<file path="src/rtl/id_stage_if.sv">
// ID stage connection bundle: fetch input, regfile read port, EX/MEM/WB bypass taps and the ID/EX register.
// The master modport is the decode stage itself; the slave modport is its surrounding pipeline.
interface id_stage_if #(parameter int XLEN = 32);
    logic            if_valid;
    logic [31:0]     if_instr;
    logic [XLEN-1:0] if_pc;
    logic            id_ready;
    logic [4:0]      rs1;
    logic [4:0]      rs2;
    logic [XLEN-1:0] rv1;
    logic [XLEN-1:0] rv2;
    logic [4:0]      ex_rd;
    logic            ex_we;
    logic            ex_is_load;
    logic [XLEN-1:0] ex_result;
    logic [4:0]      mem_rd;
    logic            mem_we;
    logic [XLEN-1:0] mem_result;
    logic [4:0]      wb_rd;
    logic            wb_we;
    logic [XLEN-1:0] wb_wdata;
    logic            flush;
    logic            ex_ready;
    logic            id_ex_valid;
    logic [XLEN-1:0] id_ex_pc;
    logic [31:0]     id_ex_instr;
    logic [XLEN-1:0] id_ex_a;
    logic [XLEN-1:0] id_ex_b;
    logic [XLEN-1:0] id_ex_imm;
    logic [4:0]      id_ex_rd;
    logic            id_ex_we;
    logic            id_ex_is_load;
    logic [31:0]     stall_count;

    modport master (
        input  if_valid, if_instr, if_pc, rv1, rv2,
               ex_rd, ex_we, ex_is_load, ex_result,
               mem_rd, mem_we, mem_result,
               wb_rd, wb_we, wb_wdata, flush, ex_ready,
        output id_ready, rs1, rs2,
               id_ex_valid, id_ex_pc, id_ex_instr, id_ex_a, id_ex_b, id_ex_imm,
               id_ex_rd, id_ex_we, id_ex_is_load, stall_count
    );

    modport slave (
        output if_valid, if_instr, if_pc, rv1, rv2,
               ex_rd, ex_we, ex_is_load, ex_result,
               mem_rd, mem_we, mem_result,
               wb_rd, wb_we, wb_wdata, flush, ex_ready,
        input  id_ready, rs1, rs2,
               id_ex_valid, id_ex_pc, id_ex_instr, id_ex_a, id_ex_b, id_ex_imm,
               id_ex_rd, id_ex_we, id_ex_is_load, stall_count
    );
endinterface

</file>
<file path="src/rtl/id_stage.sv">
// RV32I decode stage: one-cycle latency into ID/EX; holds when EX stalls, inserts bubbles on RAW hazards.
// ID_FWD_EN selects EX/MEM/WB bypassing (load-use stall only); without it every pending writer stalls.
module id_stage #(
    parameter int XLEN = 32
) (
    input  logic     clk,
    input  logic     reset,
    id_stage_if.master bus
);
    localparam logic [6:0] OPC_LUI    = 7'b0110111;
    localparam logic [6:0] OPC_AUIPC  = 7'b0010111;
    localparam logic [6:0] OPC_JAL    = 7'b1101111;
    localparam logic [6:0] OPC_BRANCH = 7'b1100011;
    localparam logic [6:0] OPC_STORE  = 7'b0100011;
    localparam logic [6:0] OPC_LOAD   = 7'b0000011;
    localparam logic [6:0] OPC_OP     = 7'b0110011;

    typedef struct packed {
        logic [XLEN-1:0] pc;
        logic [31:0]     instr;
        logic [XLEN-1:0] a;
        logic [XLEN-1:0] b;
        logic [XLEN-1:0] imm;
        logic [4:0]      rd;
        logic            we;
        logic            is_load;
    } bundle_t;

    logic [31:0]           instr;
    logic [6:0]            opcode;
    logic [4:0]            rd;
    logic                  uses_rs1, uses_rs2, dec_we;
    logic [31:0]           imm32;
    logic [1:0][4:0]       src_rs;
    logic [1:0][XLEN-1:0]  src_rv;
    logic [1:0]            src_used;
    logic [1:0][XLEN-1:0]  opnd;
    logic                  hazard, advance, load;
    logic                  valid_q, valid_d;
    bundle_t               bundle_q, bundle_d;
    logic [31:0]           stall_q, stall_d;

    assign instr    = bus.if_instr;
    assign opcode   = instr[6:0];
    assign rd       = instr[11:7];
    assign bus.rs1  = instr[19:15];
    assign bus.rs2  = instr[24:20];
    assign uses_rs1 = !(opcode inside {OPC_LUI, OPC_AUIPC, OPC_JAL});
    assign uses_rs2 = opcode inside {OPC_OP, OPC_STORE, OPC_BRANCH};
    assign dec_we   = !(opcode inside {OPC_STORE, OPC_BRANCH}) && (rd != 5'd0);
    assign src_rs   = {instr[24:20], instr[19:15]};
    assign src_rv   = {bus.rv2, bus.rv1};
    assign src_used = {uses_rs2, uses_rs1};

    always_comb begin
        imm32 = {{20{instr[31]}}, instr[31:20]};
        case (opcode)
            OPC_STORE:          imm32 = {{20{instr[31]}}, instr[31:25], instr[11:7]};
            OPC_BRANCH:         imm32 = {{20{instr[31]}}, instr[7], instr[30:25], instr[11:8], 1'b0};
            OPC_LUI, OPC_AUIPC: imm32 = {instr[31:12], 12'b0};
            OPC_JAL:            imm32 = {{12{instr[31]}}, instr[19:12], instr[20], instr[30:21], 1'b0};
            OPC_OP:             imm32 = '0;
            default:            ;
        endcase
    end

    // Later assignments override earlier ones, so the youngest writer wins and x0 beats everything.
    always_comb begin
        opnd = src_rv;
        for (int i = 0; i < 2; i++) begin
`ifdef ID_FWD_EN
            if (bus.wb_we && bus.wb_rd == src_rs[i])
                opnd[i] = bus.wb_wdata;
            if (bus.mem_we && bus.mem_rd == src_rs[i])
                opnd[i] = bus.mem_result;
            if (bus.ex_we && !bus.ex_is_load && bus.ex_rd == src_rs[i])
                opnd[i] = bus.ex_result;
`endif
            if (src_rs[i] == 5'd0)
                opnd[i] = '0;
        end
    end

    always_comb begin
        hazard = 1'b0;
        for (int i = 0; i < 2; i++) begin
            if (src_used[i] && src_rs[i] != 5'd0) begin
`ifdef ID_FWD_EN
                if (valid_q && bus.ex_is_load && bus.ex_rd == src_rs[i])
                    hazard = 1'b1;
`else
                if ((valid_q && bus.ex_we && bus.ex_rd == src_rs[i]) ||
                    (bus.mem_we && bus.mem_rd == src_rs[i]) ||
                    (bus.wb_we && bus.wb_rd == src_rs[i]))
                    hazard = 1'b1;
`endif
            end
        end
    end

`ifndef ID_FWD_EN
    logic unused_fwd;
    assign unused_fwd = ^{bus.ex_result, bus.ex_is_load, bus.mem_result, bus.wb_wdata};
`endif

    assign advance      = !valid_q || bus.ex_ready;
    assign load         = bus.if_valid && advance && !hazard && !bus.flush;
    assign bus.id_ready = !reset && (bus.flush || (advance && !hazard));

    always_comb begin
        valid_d  = valid_q;
        bundle_d = bundle_q;
        if (bus.flush) begin
            valid_d = 1'b0;
        end else if (advance) begin
            valid_d = load;
            if (load)
                bundle_d = '{pc: bus.if_pc, instr: instr, a: opnd[0], b: opnd[1],
                             imm: XLEN'($signed(imm32)), rd: rd, we: dec_we,
                             is_load: (opcode == OPC_LOAD)};
        end
        stall_d = stall_q;
        if (!bus.flush && bus.if_valid && hazard && stall_q != 32'hFFFF_FFFF)
            stall_d = stall_q + 32'd1;
    end

    always_ff @(posedge clk) begin
        if (reset) begin
            valid_q  <= 1'b0;
            bundle_q <= '0;
            stall_q  <= '0;
        end else begin
            valid_q  <= valid_d;
            bundle_q <= bundle_d;
            stall_q  <= stall_d;
        end
    end

    assign bus.id_ex_valid   = valid_q;
    assign bus.id_ex_pc      = bundle_q.pc;
    assign bus.id_ex_instr   = bundle_q.instr;
    assign bus.id_ex_a       = bundle_q.a;
    assign bus.id_ex_b       = bundle_q.b;
    assign bus.id_ex_imm     = bundle_q.imm;
    assign bus.id_ex_rd      = bundle_q.rd;
    assign bus.id_ex_we      = bundle_q.we;
    assign bus.id_ex_is_load = bundle_q.is_load;
    assign bus.stall_count   = stall_q;
endmodule
</file>
<file path="src/flat_wrapper.sv">
// flat-port wrapper written by rule: the top's interface ports become plain ports
module id_stage_flat 
#(
    parameter int XLEN = 32
)
  (clk, reset, bus_if_valid, bus_if_instr, bus_if_pc, bus_rv1, bus_rv2, bus_ex_rd, bus_ex_we, bus_ex_is_load, bus_ex_result, bus_mem_rd, bus_mem_we, bus_mem_result, bus_wb_rd, bus_wb_we, bus_wb_wdata, bus_flush, bus_ex_ready, bus_id_ready, bus_rs1, bus_rs2, bus_id_ex_valid, bus_id_ex_pc, bus_id_ex_instr, bus_id_ex_a, bus_id_ex_b, bus_id_ex_imm, bus_id_ex_rd, bus_id_ex_we, bus_id_ex_is_load, bus_stall_count);
  id_stage_if #(.XLEN(XLEN)) bus_i ();
  input  logic clk;
  input  logic reset;
  input wire logic [$bits(bus_i.if_valid)-1:0] bus_if_valid;
  input wire logic [$bits(bus_i.if_instr)-1:0] bus_if_instr;
  input wire logic [$bits(bus_i.if_pc)-1:0] bus_if_pc;
  input wire logic [$bits(bus_i.rv1)-1:0] bus_rv1;
  input wire logic [$bits(bus_i.rv2)-1:0] bus_rv2;
  input wire logic [$bits(bus_i.ex_rd)-1:0] bus_ex_rd;
  input wire logic [$bits(bus_i.ex_we)-1:0] bus_ex_we;
  input wire logic [$bits(bus_i.ex_is_load)-1:0] bus_ex_is_load;
  input wire logic [$bits(bus_i.ex_result)-1:0] bus_ex_result;
  input wire logic [$bits(bus_i.mem_rd)-1:0] bus_mem_rd;
  input wire logic [$bits(bus_i.mem_we)-1:0] bus_mem_we;
  input wire logic [$bits(bus_i.mem_result)-1:0] bus_mem_result;
  input wire logic [$bits(bus_i.wb_rd)-1:0] bus_wb_rd;
  input wire logic [$bits(bus_i.wb_we)-1:0] bus_wb_we;
  input wire logic [$bits(bus_i.wb_wdata)-1:0] bus_wb_wdata;
  input wire logic [$bits(bus_i.flush)-1:0] bus_flush;
  input wire logic [$bits(bus_i.ex_ready)-1:0] bus_ex_ready;
  output wire logic [$bits(bus_i.id_ready)-1:0] bus_id_ready;
  output wire logic [$bits(bus_i.rs1)-1:0] bus_rs1;
  output wire logic [$bits(bus_i.rs2)-1:0] bus_rs2;
  output wire logic [$bits(bus_i.id_ex_valid)-1:0] bus_id_ex_valid;
  output wire logic [$bits(bus_i.id_ex_pc)-1:0] bus_id_ex_pc;
  output wire logic [$bits(bus_i.id_ex_instr)-1:0] bus_id_ex_instr;
  output wire logic [$bits(bus_i.id_ex_a)-1:0] bus_id_ex_a;
  output wire logic [$bits(bus_i.id_ex_b)-1:0] bus_id_ex_b;
  output wire logic [$bits(bus_i.id_ex_imm)-1:0] bus_id_ex_imm;
  output wire logic [$bits(bus_i.id_ex_rd)-1:0] bus_id_ex_rd;
  output wire logic [$bits(bus_i.id_ex_we)-1:0] bus_id_ex_we;
  output wire logic [$bits(bus_i.id_ex_is_load)-1:0] bus_id_ex_is_load;
  output wire logic [$bits(bus_i.stall_count)-1:0] bus_stall_count;
  assign bus_i.if_valid = bus_if_valid;
  assign bus_i.if_instr = bus_if_instr;
  assign bus_i.if_pc = bus_if_pc;
  assign bus_i.rv1 = bus_rv1;
  assign bus_i.rv2 = bus_rv2;
  assign bus_i.ex_rd = bus_ex_rd;
  assign bus_i.ex_we = bus_ex_we;
  assign bus_i.ex_is_load = bus_ex_is_load;
  assign bus_i.ex_result = bus_ex_result;
  assign bus_i.mem_rd = bus_mem_rd;
  assign bus_i.mem_we = bus_mem_we;
  assign bus_i.mem_result = bus_mem_result;
  assign bus_i.wb_rd = bus_wb_rd;
  assign bus_i.wb_we = bus_wb_we;
  assign bus_i.wb_wdata = bus_wb_wdata;
  assign bus_i.flush = bus_flush;
  assign bus_i.ex_ready = bus_ex_ready;
  assign bus_id_ready = bus_i.id_ready;
  assign bus_rs1 = bus_i.rs1;
  assign bus_rs2 = bus_i.rs2;
  assign bus_id_ex_valid = bus_i.id_ex_valid;
  assign bus_id_ex_pc = bus_i.id_ex_pc;
  assign bus_id_ex_instr = bus_i.id_ex_instr;
  assign bus_id_ex_a = bus_i.id_ex_a;
  assign bus_id_ex_b = bus_i.id_ex_b;
  assign bus_id_ex_imm = bus_i.id_ex_imm;
  assign bus_id_ex_rd = bus_i.id_ex_rd;
  assign bus_id_ex_we = bus_i.id_ex_we;
  assign bus_id_ex_is_load = bus_i.id_ex_is_load;
  assign bus_stall_count = bus_i.stall_count;
  id_stage #(.XLEN(XLEN)) u_core (.clk(clk), .reset(reset), .bus(bus_i));
endmodule
</file>
<file path="config.mk">
export PLATFORM = sky130hd
export DESIGN_NAME = id_stage_flat
export DESIGN_NICKNAME = d
export VERILOG_FILES = /design/src/rtl/id_stage_if.sv /design/src/rtl/id_stage.sv /design/src/flat_wrapper.sv
export SDC_FILE = /design/constraint.sdc
export NUM_CORES = 1
export LEC_CHECK = 0
export CORE_AREA = 8 8 174 176
export DETAILED_ROUTE_END_ITERATION = 10
export DIE_AREA = 0 0 182 184
export PLACE_DENSITY_LB_ADDON = 0.12
export SKIP_LAST_GASP = 1
export SLEW_MARGIN = 40
export SYNTH_ARGS = -nofsm -noshare
export SYNTH_HDL_FRONTEND = slang
export SYNTH_SLANG_ARGS = --single-unit
</file>
<file path="constraint.sdc">
create_clock -name clk -period 3.25 [get_ports clk]
set_input_delay 0.65 -clock clk [delete_from_list [all_inputs] [get_ports clk]]
set_output_delay 0.65 -clock clk [all_outputs]
set_load 0.1 [all_outputs]
</file>
== Word-level counts from Yosys, hierarchy flattened ==
Index checks and enable logic that the tools add are counted.

* Output and inout port bits: 211
* Word-level logic and storage cells: 74
* Bits in registers: 200
* Input port bits: 248
* Memory bits (writable): 0
* Memories kept: 0
* ROM bits: 0
* Bits in latches: 0

* Div/mod/pow operators: 0
* Equality and inequality tests: 14
* Bitwise gates (word level): 1
* Magnitude comparators: 0
* Reduce and logical (&&, ||, !) cells: 41
* $mul: 0
* $add $sub $neg: 1
* Shifts and indexed selects: 0
* Mux-type cells: 7

{| class="wikitable"
|+ Operators by type and width
! operator !! number
|-
| 32-bit one-hot mux with 5 select lines || 1
|-
| 32-bit 2-to-1 mux || 2
|-
| 32-bit by 1-bit adder with 32-bit output, second input constant || 1
|-
| 32-bit inequality test, second input constant || 1
|-
| 5-bit == test || 6
|-
| 7-bit by 6-bit == test with 1-bit output, second input constant || 3
|-
| 1-bit logical AND || 18
|-
| 5-bit nonzero test || 3
|-
| 7-bit == test, second input constant || 2
|-
| 5-bit logical NOT || 2
|-
| 7-bit by 2-bit == test with 1-bit output, second input constant || 1
|-
| 7-bit by 5-bit == test with 1-bit output, second input constant || 1
|-
| 1-bit logical NOT || 6
|-
| 1-bit logical OR || 6
|-
| 3-bit nonzero test || 2
|-
| 1-bit 2-to-1 mux || 4
|-
| 2-bit OR reduction || 2
|-
| 3-bit AND reduction || 1
|-
| 2-bit nonzero test || 1
|-
| 1-bit NOT || 1
|}

== Longest topological paths before layout ==
Gate-level depths: netlist of the first run.

* Depth after elaboration: 12
* Gate-level depth with buffers: 11
* Gate-level depth less buffers: 8

== Worst setup path before layout of the first run ==
Ideal clock, no wire load.

* Kind: input-to-output
* Start point: input port bus_if_instr[17]
* End point: output port bus_id_ready
* Arrival: 3467 ps
* Stages: 11
* Setup slack: -867 ps
* Cell sequence: buf_2 > xor2_1 > nor4_1 > and3_1 > o31ai_1 > o21a_1 > buf_6 > buf_6 > buf_2 > a21oi_1 > nor2_1

* Longest elaborated chain between the ends: 12
* Elaborated cells on any way between the ends: 18
* Those cells by class: 3 x eq/ne; 4 x mux; 11 x reduce/logical

{| class="wikitable"
|+ RTL lines
! what !! line !! text
|-
| start: declaration || flat_wrapper.sv:11 || <nowiki>input wire logic [$bits(bus_i.if_instr)-1:0] bus_if_instr;</nowiki>
|-
| 5-bit == test, on equally long branches || id_stage.sv:92, id_stage.sv:93 ||
|-
| 1-bit logical AND, on equally long branches || id_stage.sv:92, id_stage.sv:93 ||
|-
| 1-bit logical OR || id_stage.sv:92 || <nowiki>if ((valid_q && bus.ex_we && bus.ex_rd == src_rs[i]) ||</nowiki>
|-
| 1-bit logical OR || id_stage.sv:93 || <nowiki>(bus.mem_we && bus.mem_rd == src_rs[i]) ||</nowiki>
|-
| 1-bit 2-to-1 mux || id_stage.sv:92 ||
|-
| 1-bit 2-to-1 mux (*) || id_stage.sv:87 || <nowiki>if (src_used[i] && src_rs[i] != 5'd0) begin</nowiki>
|-
| 1-bit 2-to-1 mux || id_stage.sv:92 ||
|-
| 1-bit 2-to-1 mux (*) || id_stage.sv:87 ||
|-
| 1-bit logical NOT (*) || id_stage.sv:108 || <nowiki>assign bus.id_ready = !reset && (bus.flush || (advance && !hazard));</nowiki>
|-
| 1-bit logical AND (*) || id_stage.sv:108 ||
|-
| 1-bit logical OR (*) || id_stage.sv:108 ||
|-
| 1-bit logical AND (*) || id_stage.sv:108 ||
|-
| end: declaration || flat_wrapper.sv:27 || <nowiki>output wire logic [$bits(bus_i.id_ready)-1:0] bus_id_ready;</nowiki>
|}

Mark *: on every way between the ends. The rest lies on a longest branch, timed or not.

== Final worst setup path of the first run ==
* Start point: input port bus_mem_rd[0]
* End point: output port bus_id_ready

* Longest elaborated chain between the ends: 12
* Elaborated cells on any way between the ends: 16
* Those cells by class: 2 x eq/ne; 4 x mux; 10 x reduce/logical

{| class="wikitable"
|+ RTL lines
! what !! line !! text
|-
| start: declaration || flat_wrapper.sv:19 || <nowiki>input wire logic [$bits(bus_i.mem_rd)-1:0] bus_mem_rd;</nowiki>
|-
| 5-bit == test || id_stage.sv:93 ||
|-
| 1-bit logical AND || id_stage.sv:93 ||
|-
| 1-bit logical OR || id_stage.sv:92 ||
|-
| 1-bit logical OR || id_stage.sv:93 ||
|-
| 1-bit 2-to-1 mux || id_stage.sv:92 ||
|-
| 1-bit 2-to-1 mux || id_stage.sv:87 ||
|-
| 1-bit 2-to-1 mux || id_stage.sv:92 ||
|-
| 1-bit 2-to-1 mux (*) || id_stage.sv:87 ||
|-
| 1-bit logical NOT (*) || id_stage.sv:108 ||
|-
| 1-bit logical AND (*) || id_stage.sv:108 ||
|-
| 1-bit logical OR (*) || id_stage.sv:108 ||
|-
| 1-bit logical AND (*) || id_stage.sv:108 ||
|}

Marks and branches as above.

==> results.cfg, run 1 <==
[critical_path]
crit_family = simple AND/OR/NAND/NOR gates
required_ns = 2.60
start_kind = input port
critical_path.cell_chain = dlygate4sd2_1 > buf_4 > xor2_1 > nor4_2 > and3_1 > nor3_4 > o21a_1 > a21oi_2 > nor2_4 > buf_12
end_kind = output port
crit_type = input port to output port
crit_slowest_cell = nor4_2
reg2reg_slack_ns = 0.74
r2r-start = u_core.bus.id_ex_valid
r2r_cells = 10
crit_path_max_incr_delay_ns = 0.30
cp.depth = 10
path_max_fanout = 2
startpoint = bus_mem_rd[0]
crit_buf_inv = 3
worstPathArrival_ns = 2.50

[place]
portBuffers = 361
place.gp.congestion = 0.785
dpl.hpwl_mm = 23.1
dp_cells = 1710
post-place-ws_ns = -0.187

[grt]
grt_pass1_vias = 8213
grt_use_total = 0.183
grt_max_degree = 85
grt_pass1_wl_mm = 48.6
grt_antenna_before_repair = 2
overflow = 0

[yosys]
synth.avg_cell_area_um2 = 7.97
yosysSeqAreaShare = 0.469
yosysUniqueCellTypes = 46
ys_warn_count = 0
post_synth_instance_area_um2 = 8320
synth_edf_count = 0
synth-main-ff-cell = dfxtp_1
synth_cells = 1044
ys_ff_latch = 195
synth-async-reset-ratio = 0
synth_fp_nets = 1293

[timing]
layout_setup_ws_ns = 0.102
finalSetupViolCount = 0
hold_viol = 0
period_share = 0.969
relSlewSlack = 0.518
slew_violations = 0
worst_hold_slack_ns = 0.451
tightest_slew_ns = 0.723
skew_ns = 0.0105
max_freq_ghz = 0.318
period_minus_slack_ns = 3.15

[cts]
ctsLongestPathBuffers = 2
cts.clk_slew.worst_paths_ns = 0.08
clock-root-buffer = clkbuf_16
cts_made_buffers = 17
htree_levels = 4
cts_tree = built
cts_hold_buffers = 0
clock_latency_ns = 0.44
clock-sinks = 195

[routing]
vias_per_cell = 4.84
wl_met1_mm = 13.4
met2_length_mm = 15.3
drtPass1Iterations = 5
drtAntennaViolNets = 0
vias = 8442
drc_errors = 0
wl_per_cell_um = 18.1
wl_met3_mm = 2.20
initialDrtViolationCount = 515
dr.max_layer_used = met5
wl_mm = 31.6

[cells_and_area]
drive_gt1_frac = 0.240
fillers = 2787
synthToLayoutAreaGrowth_pct = 53.0
nNetsFinal = 1635
finalNonFillerCells = 1746
final_cell_mix = 259 x buf_4, 244 x nand2_1, 195 x dfxtp_1, 156 x a21oi_1, 130 x clkdlybuf4s50_1
mostFrequentLayoutCell = buf_4

[floorplanning]
die-height_um = 184
boundaryPins = 459
core_um2 = 27500
die_w_um = 182
start_util = 0.303
rows = 61
die_area_um2 = 33500

[power]
peakVddDrop_mv = 0.319
power_leakage_nw = 5.12
power_density_nw_per_um2 = 506

[status]
status = complete, no violations

[flow_run]
maxCapViolations = 0

[hold_path]
hold_start = u_core.bus.id_ex_b[30]
worstHoldPathCells = 2
worst_hold_path_type = flop to flop
[registers in the layout, indices dropped and copies added (netlist names)]
signal and flops:
u_core.bus.id_ex_instr 28, u_core.bus.id_ex_rd 4, u_core.bus.id_ex_is_load 1, u_core.bus.id_ex_pc 32, u_core.bus.id_ex_imm 32, u_core.bus.id_ex_valid 1
u_core.bus.id_ex_we 1, u_core.bus.stall_count 32, u_core.bus.id_ex_a 32, u_core.bus.id_ex_b 32
[layout make-up]
class,instances,area (um^2),share of cell area
multi-input cells,741,3960,0.311
flip-flops and latches,195,3900,0.307
repair buffers,428,3820,0.301
well taps,346,433,0.0340
clock buffers,18,429,0.0337
clock inverters,14,168,0.0132
inverters,3,11.3,0.000885
diodes,1,2.50,0.000197
[worst paths after layout]
kind / endpoint
worst max-delay path: bus_id_ready
worst min-delay path: u_core.bus.id_ex_b[30]
worst max register to register: u_core.bus.stall_count[16]
worst min register to register: u_core.bus.id_ex_b[30]
[kinds of logic (layout without fill, tap and decap cells)]
family	Yosys count	count (layout)	synth area share
compound gates	218	218	0.151
buf+inv	108	463	0.0678
fa+ha+maj	1	1	0.00150
other cells	0	1	0
flops	195	195	0.469
xor+xnor	30	30	0.0316
mux	8	8	0.0108
simple gates	484	484	0.268
[per-stage QoR]
step	total power, W	area [um^2]	TNS (ns)	util
6_report	0.00644	12700	0	0.463
5_1_grt	0.00671	12700	-0.000372	0.463
4_1_cts	0.00655	12700	0	0.461
3_5_place_dp	0.00433	12000	-2.44	0.438
3_3_place_gp	0.00432	12000	-2.43	0.438
2_1_floorplan	0.00377	8350	0	-
[worst register-to-register path, stage by stage, from the launching register on]
cell     delay [ns]
dfxtp_1        0.47
nand2_1        0.17
nor3_2         0.27
nor3_4         0.08
o21a_1         0.23
buf_4          0.14
buf_4          0.12
buf_4          0.15
buf_12         0.15
or4_1          0.50
a21oi_1        0.16
[synth_stat cells, types with 6 or more instances]
cell type,number,area share
nand3_1,87,0.052
nand3b_1,6,0.0054
a21oi_1,158,0.095
nor3_1,21,0.013
buf_4,22,0.020
a311oi_1,8,0.0084
nor4_1,9,0.0068
mux2_2,7,0.0095
dfxtp_1,195,0.47
nor2b_1,9,0.0068
o31ai_1,21,0.019
xnor2_1,12,0.013
a211oi_1,12,0.011
or4_1,20,0.018
clkbuf_1,42,0.019
and3_1,10,0.0075
xor2_1,18,0.019
nor2_1,50,0.023
nand4_1,11,0.0083
nand2_1,244,0.11
buf_2,36,0.022
[metal layers]
metal	vias up	GRT usage
met2	225	0.303
met1	3905	0.222
met3	33	0.0617
met4	2	0.0577
met5	-	0
li1	4277	-
[power breakdown]
part	switching, W	internal, W
Combinational	0.00123	0.000477
Clock	0.00108	0.00110
Sequential	0.0000545	0.00249
[repair_timing]
item	in CTS	in global routing
pin swaps	6	7
resized for setup	20	11
setup endpoints to repair	1	1
buffers inserted	1	2
Power figures use the tool's default switching activity.
==> run 2: changes to the inputs <==
--- a/config.mk
+++ b/config.mk
@@ -6,6 +6,7 @@
 export NUM_CORES = 1
 export LEC_CHECK = 0
 export CORE_AREA = 8 8 174 176
+export CTS_CLUSTER_SIZE = 25
 export DETAILED_ROUTE_END_ITERATION = 10
 export DIE_AREA = 0 0 182 184
 export PLACE_DENSITY_LB_ADDON = 0.12
==> results of run 2 <==
The final DEF is identical to that of run 1; final timing and power are the same.
